### src/rtl/reg_writeback_queue_pkg.sv
// Shared constants, FSM state encoding and the writeback entry layout for the
// register writeback queue.
package reg_writeback_queue_pkg;

  localparam int NUM_REGS = 2;
  localparam int DATA_W   = 8;
  localparam int DEPTH    = 4;
  localparam int AW       = (NUM_REGS > 1) ? $clog2(NUM_REGS) : 1;
  localparam int IW       = $clog2(DEPTH);
  localparam int CW       = IW + 1;

  typedef enum logic [1:0] {
    IDLE  = 2'd0,
    ISSUE = 2'd1,
    STALL = 2'd2
  } wb_state_t;

  typedef struct packed {
    logic [AW-1:0]     dest;
    logic [DATA_W-1:0] data;
  } wb_entry_t;

endpackage

### src/rtl/reg_writeback_queue_fifo.sv
// In-order circular buffer of writeback entries. Push/pop take effect at the clock
// edge; every live entry is exposed oldest-first for the forwarding search.
module wb_fifo
  import reg_writeback_queue_pkg::*;
(
  input  logic                  i_clk,
  input  logic                  i_reset,
  input  logic                  i_push,
  input  wb_entry_t             i_push_ent,
  input  logic                  i_pop,
  input  logic                  i_flush,
  output logic [CW-1:0]         o_count,
  output wb_entry_t [DEPTH-1:0] o_ents
);

  wb_entry_t     r_mem [DEPTH];
  logic [CW-1:0] r_head;
  logic [CW-1:0] r_tail;
  logic [IW-1:0] w_head_idx;

  assign w_head_idx = r_head[IW-1:0];
  assign o_count    = r_tail - r_head;

  always_ff @(posedge i_clk or negedge i_reset) begin
    if (!i_reset) begin
      r_head <= '0;
      r_tail <= '0;
    end else if (i_flush) begin
      r_head <= r_tail;
    end else begin
      if (i_push) r_tail <= r_tail + CW'(1);
      if (i_pop)  r_head <= r_head + CW'(1);
    end
  end

  always_ff @(posedge i_clk) begin
    if (i_push) r_mem[r_tail[IW-1:0]] <= i_push_ent;
  end

  // o_ents[0] is the head; slots at or beyond o_count hold stale data.
  for (genvar k = 0; k < DEPTH; k++) begin : g_ents
    assign o_ents[k] = r_mem[w_head_idx + IW'(k)];
  end

endmodule

### src/rtl/reg_writeback_queue.sv
// Writeback queue feeding the register bank write port, one write per cycle, one
// cycle after acceptance; i_rf_hold stalls issue and a full queue or flush drops ready.
module reg_writeback_queue
  import reg_writeback_queue_pkg::*;
(
  input  logic              i_clk,
  input  logic              i_reset,
  input  logic              i_wb_valid,
  output logic              o_wb_ready,
  input  logic [AW-1:0]     i_wb_dest,
  input  logic [DATA_W-1:0] i_wb_data,
  input  logic              i_flush,
  input  logic              i_rf_hold,
  output logic              o_reg_write,
  output logic [AW-1:0]     o_write_reg,
  output logic [DATA_W-1:0] o_write_data,
  output logic [NUM_REGS-1:0] o_pending,
  input  logic [AW-1:0]     i_fwd_addr,
  output logic              o_fwd_hit,
  output logic [DATA_W-1:0] o_fwd_data
);

  wb_state_t             r_state;
  logic                  r_reg_write;
  logic [AW-1:0]         r_write_reg;
  logic [DATA_W-1:0]     r_write_data;
  logic [CW-1:0]         r_pend [NUM_REGS];

  logic                  w_push;
  logic                  w_pop;
  logic [CW-1:0]         w_count;
  logic [CW-1:0]         w_next_count;
  wb_entry_t             w_push_ent;
  wb_entry_t [DEPTH-1:0] w_ents;
  logic                  w_fwd_hit;
  logic [DATA_W-1:0]     w_fwd_data;

  assign o_wb_ready   = (w_count < CW'(DEPTH)) && !i_flush;
  assign w_push       = i_wb_valid && o_wb_ready;
  assign w_pop        = (r_state != IDLE) && !i_rf_hold && !i_flush;
  assign w_next_count = w_count + CW'(w_push) - CW'(w_pop);
  assign w_push_ent   = '{dest: i_wb_dest, data: i_wb_data};

  wb_fifo u_fifo (
    .i_clk      (i_clk),
    .i_reset    (i_reset),
    .i_push     (w_push),
    .i_push_ent (w_push_ent),
    .i_pop      (w_pop),
    .i_flush    (i_flush),
    .o_count    (w_count),
    .o_ents     (w_ents)
  );

  // Non-IDLE state tracks a non-empty FIFO, so issue needs no separate count compare.
  always_ff @(posedge i_clk or negedge i_reset) begin
    if (!i_reset) begin
      r_state      <= IDLE;
      r_reg_write  <= 1'b0;
      r_write_reg  <= '0;
      r_write_data <= '0;
    end else begin
      r_reg_write <= w_pop;
      if (w_pop) begin
        r_write_reg  <= w_ents[0].dest;
        r_write_data <= w_ents[0].data;
      end
      if (i_flush || (w_next_count == '0)) r_state <= IDLE;
      else if (i_rf_hold)                  r_state <= STALL;
      else                                 r_state <= ISSUE;
    end
  end

  // Flush: the write on the port retires at this same edge and no new issue
  // happens, so nothing remains outstanding afterwards.
  always_ff @(posedge i_clk or negedge i_reset) begin
    if (!i_reset) begin
      for (int i = 0; i < NUM_REGS; i++) r_pend[i] <= '0;
    end else if (i_flush) begin
      for (int i = 0; i < NUM_REGS; i++) r_pend[i] <= '0;
    end else begin
      for (int i = 0; i < NUM_REGS; i++)
        r_pend[i] <= r_pend[i] + CW'(w_push && (i_wb_dest == AW'(i)))
                               - CW'(r_reg_write && (r_write_reg == AW'(i)));
    end
  end

  for (genvar g = 0; g < NUM_REGS; g++) begin : g_pend
    assign o_pending[g] = (r_pend[g] != '0);
  end

  // Scan oldest to youngest so the youngest match ends up winning.
  always_comb begin
    w_fwd_hit  = 1'b0;
    w_fwd_data = '0;
    if (r_reg_write && (r_write_reg == i_fwd_addr)) begin
      w_fwd_hit  = 1'b1;
      w_fwd_data = r_write_data;
    end
    for (int k = 0; k < DEPTH; k++) begin
      if ((CW'(k) < w_count) && (w_ents[k].dest == i_fwd_addr)) begin
        w_fwd_hit  = 1'b1;
        w_fwd_data = w_ents[k].data;
      end
    end
  end

  assign o_fwd_hit    = w_fwd_hit;
  assign o_fwd_data   = w_fwd_data;
  assign o_reg_write  = r_reg_write;
  assign o_write_reg  = r_write_reg;
  assign o_write_data = r_write_data;

endmodule

### config.mk
export PLATFORM = sky130hd
export DESIGN_NAME = reg_writeback_queue
export DESIGN_NICKNAME = d
export VERILOG_FILES = /design/src/rtl/reg_writeback_queue_pkg.sv /design/src/rtl/reg_writeback_queue_fifo.sv /design/src/rtl/reg_writeback_queue.sv
export SDC_FILE = /design/constraint.sdc
export NUM_CORES = 1
export LEC_CHECK = 0
export CAP_MARGIN = 25
export CORE_ASPECT_RATIO = 0.9
export CORE_MARGIN = 2
export CORE_UTILIZATION = 63
export DETAILED_ROUTE_END_ITERATION = 8
export PLACE_DENSITY = 0.86
export SKIP_CTS_REPAIR_TIMING = 1
export SKIP_LAST_GASP = 1
export SYNTH_ARGS = -nofsm -noshare
export SYNTH_HDL_FRONTEND = slang
export SYNTH_SLANG_ARGS = --single-unit
### constraint.sdc
create_clock -name i_clk -period 5.7 [get_ports i_clk]
set_input_delay 1.14 -clock i_clk [delete_from_list [all_inputs] [get_ports i_clk]]
set_output_delay 1.14 -clock i_clk [all_outputs]
set_load 0.05 [all_outputs]
## After elaboration in Yosys (flattened, before gate mapping)

Memories as Yosys holds them, arrays and structs flattened.
Cells that the tools add are included.

| operators by class | value |
|---|---|
| order comparisons | 5 |
| equality and inequality tests | 5 |
| bitwise logic cells | 3 |
| reduce and logical (&&, ||, !) cells | 22 |
| mux-type cells | 17 |
| $add $sub $neg | 12 |

Operator list:

| kind | number |
|---|---|
| 8-bit two-way mux | 5 |
| 1-bit logical AND | 13 |
| 3-bit by 1-bit adder with 3-bit output | 3 |
| 3-bit by 1-bit subtractor with 3-bit output | 3 |
| 1-bit two-way mux | 7 |
| 3-bit by 1-bit adder with 3-bit output, second input constant | 2 |
| 1-bit by 3-bit less-than comparator with 1-bit output, first input constant | 2 |
| 2-bit by 3-bit less-than comparator with 1-bit output, first input constant | 2 |
| 3-bit two-way mux | 2 |
| 6-bit two-way mux | 1 |
| 3-bit nonzero test | 2 |
| 1-bit == test | 5 |
| 2-bit adder, second input constant | 2 |
| 2-bit two-way mux | 2 |
| 2-bit nonzero test | 2 |
| 3-bit logical NOT | 1 |
| 3-bit less-than comparator, second input constant | 1 |
| 1-bit NOT | 3 |
| 3-bit subtractor | 1 |
| 2-bit by 1-bit adder with 2-bit output, second input constant | 1 |
| 1-bit logical NOT | 2 |
| 2-bit AND reduction | 1 |
| 1-bit logical OR | 1 |

| storage, ports and cells | value |
|---|---|
| bits of input ports | 15 |
| RAM bits | 36 |
| memories kept | 1 |
| logic and storage cells | 73 |
| output and inout bits | 22 |
| bits in registers | 24 |

Memory list:

| memory | depth | bits a word | read ports | clocked after memory_dff | wr ports | line | RTL |
|---|---|---|---|---|---|---|---|
| u_fifo.r_mem | 4 | 9 | 4 | 0 | 1 | reg_writeback_queue_fifo.sv:16 | `wb_entry_t r_mem [DEPTH];` |

## Logic depth before layout (Yosys ltp)

Gate-level depths: netlist of run 1.

| depth | value |
|---|---|
| depth in word-level cells | 9 |
| gate-level depth with buffers | 16 |
| gate-level depth less buffers | 15 |

## Cells and area by module

Synthesis of run 1 repeated with hierarchy kept, for this count alone.

| unflattened totals | value |
|---|---|
| cells, all modules | 247 |
| area total of the unflattened synthesis | 3756.1 um^2 |

Modules (own cells, without submodules):

| module | seq. area each (um^2) | instances | area each (um^2) | cells each |
|---|---|---|---|---|
| wb_fifo | 1231.2 | 1 | 2422.3 | 118 |
| reg_writeback_queue | 450.4 | 1 | 1333.8 | 129 |

## Worst setup path before layout of run 1

Ideal clock, no wire load.

| timing path | value |
|---|---|
| path type | register to output |
| start point | register u_fifo.r_head[1] |
| end point | output o_fwd_data[0] |
| stages on the path, launching flop included | 13 |
| slack | 1.275 ns |
| arrival time | 3.285 ns |
| required time | 4.560 ns |
| buffers on the path | 2 |
| path through | dfrtp_1 buf_2 buf_1 inv_1 fa_1 xnor3_1 inv_1 ha_1 nand2_1 a221o_1 o31ai_1 a2111oi_0 a211o_1 |

| between the ends | value |
|---|---|
| longest elaborated chain between the ends | 7 |
| elaborated cells on any way between the ends | 21 |
| those cells by class | add/sub (4); order compare (4); eq/ne (4); mux (4); reduce/logical (4); memory (1) |

RTL lines:

| item | line | RTL |
|---|---|---|
| start, declared | reg_writeback_queue_fifo.sv:17 | `logic [CW-1:0] r_head;` |
| start signal, assigned | reg_writeback_queue_fifo.sv:29 | `r_head <= r_tail;` |
| start signal, assigned | reg_writeback_queue_fifo.sv:32 | `if (i_pop) r_head <= r_head + CW'(1);` |
| 3-bit subtractor, or another cell as far along | reg_writeback_queue_fifo.sv:22 | `assign o_count = r_tail - r_head;` |
| 1-bit by 3-bit less-than comparator with 1-bit output, or another cell as far along | reg_writeback_queue.sv:101 | `if ((CW'(k) < w_count) && (w_ents[k].dest == i_fwd_addr)) begin` |
| 1-bit logical AND or 1-bit == test (tied branches) | reg_writeback_queue.sv:101 |  |
| 8-bit two-way mux or 1-bit logical AND (tied branches) | reg_writeback_queue.sv:101 |  |
| 8-bit two-way mux (2 in series) | reg_writeback_queue.sv:101 |  |
| 8-bit two-way mux * | reg_writeback_queue.sv:101 |  |
| end, declared | reg_writeback_queue.sv:20 | `output logic [DATA_W-1:0] o_fwd_data` |

Mark *: on every way between the ends. The rest lies on a longest branch, timed or not.

## Worst setup path after layout of run 1

| timing path | value |
|---|---|
| start point | register u_fifo.r_tail[0] |
| end point | output o_fwd_data[7] |

| between the ends | value |
|---|---|
| longest elaborated chain between the ends | 7 |
| elaborated cells on any way between the ends | 13 |
| those cells by class | add/sub (1); order compare (4); mux (4); reduce/logical (4) |

RTL lines:

| item | line | RTL |
|---|---|---|
| start, declared | reg_writeback_queue_fifo.sv:18 | `logic [CW-1:0] r_tail;` |
| start signal, assigned | reg_writeback_queue_fifo.sv:31 | `if (i_push) r_tail <= r_tail + CW'(1);` |
| 3-bit subtractor * | reg_writeback_queue_fifo.sv:22 |  |
| 1-bit by 3-bit less-than comparator with 1-bit output | reg_writeback_queue.sv:101 |  |
| 1-bit logical AND | reg_writeback_queue.sv:101 |  |
| 8-bit two-way mux (3 in series) | reg_writeback_queue.sv:101 |  |
| 8-bit two-way mux * | reg_writeback_queue.sv:101 |  |

Marked as above.

==> impl_metrics.ini, run 1 <==
[floorplanning]
num_rows = 28
initial_core_util_pct = 64.4
fp.dieW_um = 89.8
core_area_um2 = 6480
die_area_um2 = 7300
ios = 37
chipHeight_um = 81.2

[detailed_routing]
vias = 3044
drt_first_iter_violations = 301
wl_per_cell_um = 21.9
vias_per_cell = 6.76
first_pass_iters = 5
drc = 0
drt-total-wl_um = 9830
route.antenna.remaining_nets = 0

[setup_path]
critPathSlowestCell = ha_1
path_cells = inv_1, ha_1, inv_1, fa_1, xnor3_1, inv_1, ha_1, nand2_1, and3_1, o32a_1, o32a_1, buf_4
cp-end-kind = output port
slowest_delay_ps = 580
cpMostUsedCell = inv_1
cp_max_fo = 14
crit_type = register to output port
cp-start-kind = register
crit_buf_inv = 4
critPathTopFamily = adder cells
required_ps = 4560
cp.arrival_ps = 3870

[sta]
maxSlewViolCount = 0
hold_viol_final = 0
slew_headroom_pct = 43.0
skew_ps = 7.49
period_needed_ps = 5010
setup_viol = 0
fmax_ghz = 0.200
fin_setup_tns_ps = 0
post-route-period-util_pct = 87.9
worst_slew_pin_slew_ps = 854
rsz0062_at_grt = no

[synth]
ys_ff_latch = 60
synth-seq-area-share_pct = 40.3
syn_area_um2 = 4180
synth.distinct_cells = 48
synth_warnings = 0
syn_nets = 354
syn_inst = 321
syn_avg_cell_area_um2 = 13.0

[grt]
overflow = 0
antenna_found_initial = 0
grt_pass1_vias = 2990
grt_max_degree = 39
grt_pass1_wl_um = 15600
grt.total_usage_pct = 28.6

[clock_tree]
clk-insertion-delay-late_ps = 350
cts.sinks = 60
clk_path_buf_depth = 2
path_clk_slew_ps = 70
cts_root_buf = clkbuf_8
ctsHtreeMaxLevel = 3
cts_tree = built
cts_buffers = 9

[place]
gp_congestion = 0.907
io_buffers = 36
place_hpwl_um = 7140

[worst_hold_path]
hp-class = register to register

[outcome]
status = complete, no violations

[final_layout]
final_common_cell = edfxtp_1
diodes = 0
largest_register_ff_count = 36
final_cell_mix = edfxtp_1 (36), mux4_2 (34), clkdlybuf4s50_1 (27)
final_nets = 388
drive_gt1_share_pct = 23.9
syn2layout_area_growth_pct = 14.3

[job]
cap_violations = 0
==> Yosys cell counts, drive strengths merged <==
cell type | instances | area (um2)
dfrtp | 24 | 601
mux2 | 9 | 101
a21o | 2 | 15.0
a221oi | 1 | 8.76
fa | 4 | 80.1
a2111oi | 7 | 82.6
nand2 | 9 | 33.8
o211ai | 7 | 52.6
nor3 | 1 | 5.00
xnor2 | 9 | 93.8
buf | 15 | 106
a311oi | 2 | 17.5
or3 | 2 | 12.5
nand2b | 3 | 18.8
o21ai | 8 | 40.0
o211a | 1 | 10.0
nor2b | 11 | 68.8
mux4 | 36 | 818
nand3 | 7 | 35.0
edfxtp | 36 | 1080
and3 | 5 | 31.3
clkbuf | 5 | 18.8
inv | 19 | 71.3
o32a | 2 | 20.0
ha | 14 | 175
a211o | 7 | 61.3
and2b | 1 | 7.51
nor2 | 17 | 66.3
xor2 | 4 | 35.0
and2 | 11 | 68.8
a221o | 7 | 70.1
mux2i | 3 | 42.5
a21oi | 22 | 133
xnor3 | 1 | 22.5
clkinv | 1 | 3.75
o31ai | 7 | 52.6
o21a | 1 | 15.0
==> metrics by stage <==
step                      cell area [um2]  utilization, %  setup slack, ps  hold slack [ps]  std cells
after floorplan                      4180               -             1270              488        321
after detailed placement             4580            70.6             1000              522        434
after global placement               4550            70.2             1100              511        433
after CTS                            4770            73.7              695              532        450
after global routing                 4770            73.7              464              561        450
final                                4770            73.7              688              536        450
==> layout make-up <==
| type | count | area [um2] |
|---|---|---|
| multi-input combinational | 221 | 2290 |
| fill | 427 | 1710 |
| sequential | 60 | 1680 |
| timing repair buffer | 43 | 410 |
| clock buffer | 9 | 124 |
| tap | 90 | 113 |
| clock inverter | 7 | 75.1 |
| inverter | 20 | 75.1 |
==> kinds of logic (layout without fill, tap and decap cells) <==
logic type	Yosys count	count (layout)	synth area share [%]
xor gates and xnor gates	14	14	3.62
adders and majority gates	18	18	6.11
buffers and inverters	40	79	4.79
and+or+nand+nor	67	67	8.33
muxes	48	48	23.0
AOI/OAI and AO/OA	74	74	13.8
DFF	60	60	40.3
==> worst paths after layout <==
path	start	to	slack (ps)	depth (start not counted)
max in group asynchronous	i_reset	o_reg_write$_DFF_PN0_	4210	2
worst min register to register	u_fifo.r_tail[2]$_DFFE_PN0P_	u_fifo.r_tail[2]$_DFFE_PN0P_	540	1
min in group asynchronous	i_reset	u_fifo.r_head[1]$_DFFE_PN0P_	1070	1
worst max register to register	u_fifo.r_tail[0]$_DFFE_PN0P_	r_pend[2]$_DFF_PN0_	1930	15
worst min-delay path	u_fifo.r_tail[2]$_DFFE_PN0P_	u_fifo.r_tail[2]$_DFFE_PN0P_	540	1
worst max-delay path	u_fifo.r_tail[0]$_DFFE_PN0P_	o_fwd_data[7]	690	12
==> routing by layer <==
metal | routed length (um) | share of wire, % | GRT usage, % | up-vias
li1 | - | - | - | 1326
met1 | 3870 | 39 | 37.3 | 1545
met2 | 4850 | 49 | 45.2 | 148
met3 | 876 | 8.9 | 9.93 | 25
met4 | 229 | 2.3 | 11.2 | 0
met5 | 0 | 0 | 0 | -
Power of run 1 is not shown: default switching activity piles up to over one toggle a cycle in this logic, so the estimate is an artifact.
==> inputs of run 2 (changes only) <==
CAP_MARGIN = 10   (was 25)
CELL_PAD_IN_SITES_DETAIL_PLACEMENT = 2   (was default)
CELL_PAD_IN_SITES_GLOBAL_PLACEMENT = 2   (was default)
CORE_UTILIZATION = 44   (was 63)
CTS_CLUSTER_DIAMETER = 100   (was default)
PLACE_DENSITY = default   (was 0.86)
PLACE_DENSITY_LB_ADDON = 0.1   (was default)
==> run 2 against run 1 <==
  * Non-clock buffer count rose by 2
  * Global-route usage fell by 3.6 points
  * Core utilization shrank 21 points
  * First-iteration DRC count down 9.6%
  * Final cell count is 7.6% higher
  * Clock skew barely moved
  * Worst setup slack lost 54 ps
  * Cell area increased by 1.1%
  * Critical path depth shrank 4
  * Register-to-register slack barely moved
  * Largest cell class unchanged
==> impl_metrics.ini, run 2 (synthesized netlist as in run 1, its figures left out) <==
[setup_path]
cp-endpoint = o_fwd_data[7]
cp-start-kind = register
required_ps = 4560
cp.arrival_ps = 3930
cp-startpoint = u_fifo.r_head[0]$_DFFE_PN0P_
worstReg2RegStart = u_fifo.r_tail[0]$_DFFE_PN0P_
cp_max_fo = 38
cp-end-kind = output port
crit_type = register to output port
r2r-end = r_state[1]$_DFF_PN0_
r2r_slack_ps = 1920
reg2regPathDepth = 15

[sta]
period_needed_ps = 5070
layout_setup_ws_ps = 633
fmax_ghz = 0.197
setup_viol = 0
skew_ps = 7.53
maxSlewViolCount = 0
fin_setup_tns_ps = 0
rsz0062_at_grt = no
slew_headroom_pct = 56.6
hold_viol_final = 0
post-route-period-util_pct = 88.9
worst_slew_pin_slew_ps = 646

[floorplanning]
core_area_um2 = 9170
fp.dieW_um = 107
initial_core_util_pct = 45.6
chipHeight_um = 96.4
num_rows = 33
die_area_um2 = 10300
ios = 37

[detailed_routing]
drt_first_iter_violations = 272
drc = 0
first_pass_iters = 5
route.antenna.remaining_nets = 0
wl_per_cell_um = 24.8
vias = 3040
vias_per_cell = 6.28
drt-total-wl_um = 12000

[final_layout]
final_nets = 390
nFillCells = 886
drive_gt1_share_pct = 23.8
final_cell_mix = edfxtp_1 (36), mux4_2 (34), clkdlybuf4s50_1 (27)
largest_register_ff_count = 36
diodes = 0
syn2layout_area_growth_pct = 15.6
final_common_cell = edfxtp_1

[clock_tree]
cts_buffers = 9
path_clk_slew_ps = 80
clk_path_buf_depth = 2
cts_root_buf = clkbuf_8
ctsHtreeMaxLevel = 3
cts_tree = built
cts.sinks = 60
clk-insertion-delay-late_ps = 350

[grt]
grt_pass1_wl_um = 18900
grt_pass1_vias = 3152
antenna_found_initial = 0
overflow = 0
grt.total_usage_pct = 25.0
grt_max_degree = 39

[place]
dp_slack_ps = 996
place_hpwl_um = 8930
io_buffers = 36
gp_congestion = 0.795

[outcome]
status = complete, no violations

[worst_hold_path]
whs_path_depth = 1
hp-class = register to register

[job]
cap_violations = 0
[run 2: stage by stage]
stage,instances,util [%],cell area (um2),hold slack [ps]
after floorplan,321,-,4180,488
after global placement,468,50.8,4660,507
after detailed placement,468,50.8,4660,533
after CTS,484,52.7,4830,550
after global routing,484,52.7,4830,573
final,484,52.7,4830,546
[run 2: worst min path at each step]
| stage | startpoint | to | slack [ps] |
|---|---|---|---|
| floorplan | u_fifo.r_tail[2]$_DFFE_PN0P_ | u_fifo.r_tail[2]$_DFFE_PN0P_ | 490 |
| global placement | u_fifo.r_tail[2]$_DFFE_PN0P_ | u_fifo.r_tail[2]$_DFFE_PN0P_ | 510 |
| detailed placement | o_write_data[7]$_DFFE_PN0P_ | o_write_data[7]$_DFFE_PN0P_ | 530 |
| CTS | o_write_data[7]$_DFFE_PN0P_ | o_write_data[7]$_DFFE_PN0P_ | 550 |
| global route | o_write_data[7]$_DFFE_PN0P_ | o_write_data[7]$_DFFE_PN0P_ | 570 |
| finish | o_write_data[7]$_DFFE_PN0P_ | o_write_data[7]$_DFFE_PN0P_ | 550 |
[run 2: worst max-delay path, cell delays in order (launching register included)]
cell,delay (ps)
dfrtp_2,360
buf_4,500
ha_1,640
mux4_2,780
xnor2_1,190
nor2_1,460
o32a_1,290
o32a_1,150
buf_4,200
[run 2: final cells by class]
| cell class | count | area, um2 | area share (%) |
|---|---|---|---|
| repair buffers | 45 | 455 | 9.43 |
| clock buffers | 10 | 128 | 2.64 |
| inverters | 20 | 75.1 | 1.55 |
| flip-flops and latches | 60 | 1680 | 34.9 |
| clock inverters | 6 | 40.0 | 0.829 |
| multi-input cells | 221 | 2290 | 47.5 |
| well taps | 122 | 153 | 3.16 |
[run 2: routing by layer]
| metal | up-vias | track usage (%) | share of wire (%) |
|---|---|---|---|
| met2 | 105 | 41.8 | 48 |
| met1 | 1595 | 34.9 | 46 |
| met3 | 10 | 4.96 | 5.1 |
| li1 | 1330 | - | - |
| met5 | - | 0 | 0 |
| met4 | 0 | 4.22 | 0.78 |
Power of run 2 is left out for the same reason.
==> inputs of run 3 (changes only) <==
REMOVE_ABC_BUFFERS = 1   (was default)
SETUP_SLACK_MARGIN = 0.5   (was default)
==> run 3 against run 2 <==
  * Flip-flop and latch count is the same
  * Critical path type unchanged
  * Cell area grew 1.4%
  * Worst hold slack worse by 16 ps
==> impl_metrics.ini, run 3 (synthesized netlist as in run 1, its figures left out) <==
[floorplanning]
ios = 37
num_rows = 33
fp.dieW_um = 107
core_area_um2 = 9170
initial_core_util_pct = 45.6
chipHeight_um = 96.4
die_area_um2 = 10300

[sta]
slew_headroom_pct = 57.5
setup_viol = 0
hold_viol_final = 0
post-route-period-util_pct = 86.4
skew_ps = 8.62
rsz0062_at_grt = no
fin_setup_tns_ps = 0
period_needed_ps = 4930
maxSlewViolCount = 0
worst_slew_pin_slew_ps = 637
fmax_ghz = 0.203

[grt]
grt.total_usage_pct = 24.8
grt_pass1_vias = 3224
overflow = 0
antenna_found_initial = 0
grt_pass1_wl_um = 18900
grt_max_degree = 38

[clock_tree]
cts_root_buf = clkbuf_8
path_clk_slew_ps = 80
clk-insertion-delay-late_ps = 350
cts_tree = built
clk_path_buf_depth = 2
ctsHtreeMaxLevel = 3
cts.sinks = 60
cts_buffers = 9

[detailed_routing]
drc = 0
wl_per_cell_um = 24.4
drt-total-wl_um = 11800
route.antenna.remaining_nets = 0
wl_met2_um = 5680
drt-met1-wl_um = 5540
vias = 2999
vias_per_cell = 6.20
routed-wl-met3_um = 474
drt_first_iter_violations = 183
first_pass_iters = 4
maxUsedRoutingLayer = met4

[job]
cap_violations = 0

[setup_path]
required_ps = 4560
reg2regPathDepth = 13
cp-end-kind = output port
cp_max_fo = 11
cp-start-kind = register
crit_type = register to output port
cp.arrival_ps = 3790
r2r_slack_ps = 1810

[final_layout]
final_cell_mix = edfxtp_1 (36), mux4_2 (34), clkdlybuf4s50_1 (27)
drive_gt1_share_pct = 25.7
diodes = 0
largest_register_ff_count = 36
syn2layout_area_growth_pct = 17.3
final_common_cell = edfxtp_1
final_nets = 390

[place]
io_buffers = 36
gp_congestion = 0.824
place_hpwl_um = 8640

[worst_hold_path]
hp-class = register to register
whs_path_depth = 1

[outcome]
status = complete, no violations
-- run 3: metal layers --
metal,vias to the layer above,track usage (%)
li1,1326,-
met1,1585,35.1
met2,82,39.8
met3,6,5.57
met4,0,4.87
met5,-,0
-- run 3: worst max-delay path, stage by stage, from the launching register on --
cell and delay, ps:
dfrtp_1 680, inv_1 130, fa_1 420, xnor3_2 330, inv_1 220, ha_1 310
a21o_1 370, nor2_1 150, a2111oi_1 470, a211o_1 170, buf_4 190
-- run 3: worst paths after layout --
check                                              from                      endpoint
max                        u_fifo.r_head[1]$_DFFE_PN0P_                 o_fwd_data[0]
max in group asynchronous                       i_reset  u_fifo.r_head[0]$_DFFE_PN0P_
min reg2reg                u_fifo.r_tail[2]$_DFFE_PN0P_  u_fifo.r_tail[2]$_DFFE_PN0P_
min                        u_fifo.r_tail[2]$_DFFE_PN0P_  u_fifo.r_tail[2]$_DFFE_PN0P_
min in group asynchronous                       i_reset   o_write_data[3]$_DFFE_PN0P_
max reg2reg                u_fifo.r_head[1]$_DFFE_PN0P_           r_pend[2]$_DFF_PN0_
-- run 3: layout make-up --
type	count	area, um2
Clock buffer	9	124
Tap cell	122	153
Sequential cell	60	1680
Timing Repair Buffer	45	443
Inverter	20	75.1
Clock inverter	7	98.8
Multi-Input combinational cell	221	2320
Fill cell	883	4270
-- run 3: per-stage QoR --
step / worst slack (ps) / instance area (um2) / hold slack [ps] / instances / util, %
global route: 513 / 4900 / 553 / 484 / 53.4
CTS: 439 / 4870 / 532 / 484 / 53.1
global placement: 916 / 4650 / 514 / 468 / 50.7
finish: 772 / 4900 / 530 / 484 / 53.4
floorplan: 467 / 4050 / 488 / 301 / -
detailed placement: 818 / 4650 / 517 / 468 / 50.7
Power of run 3 is left out for the same reason.
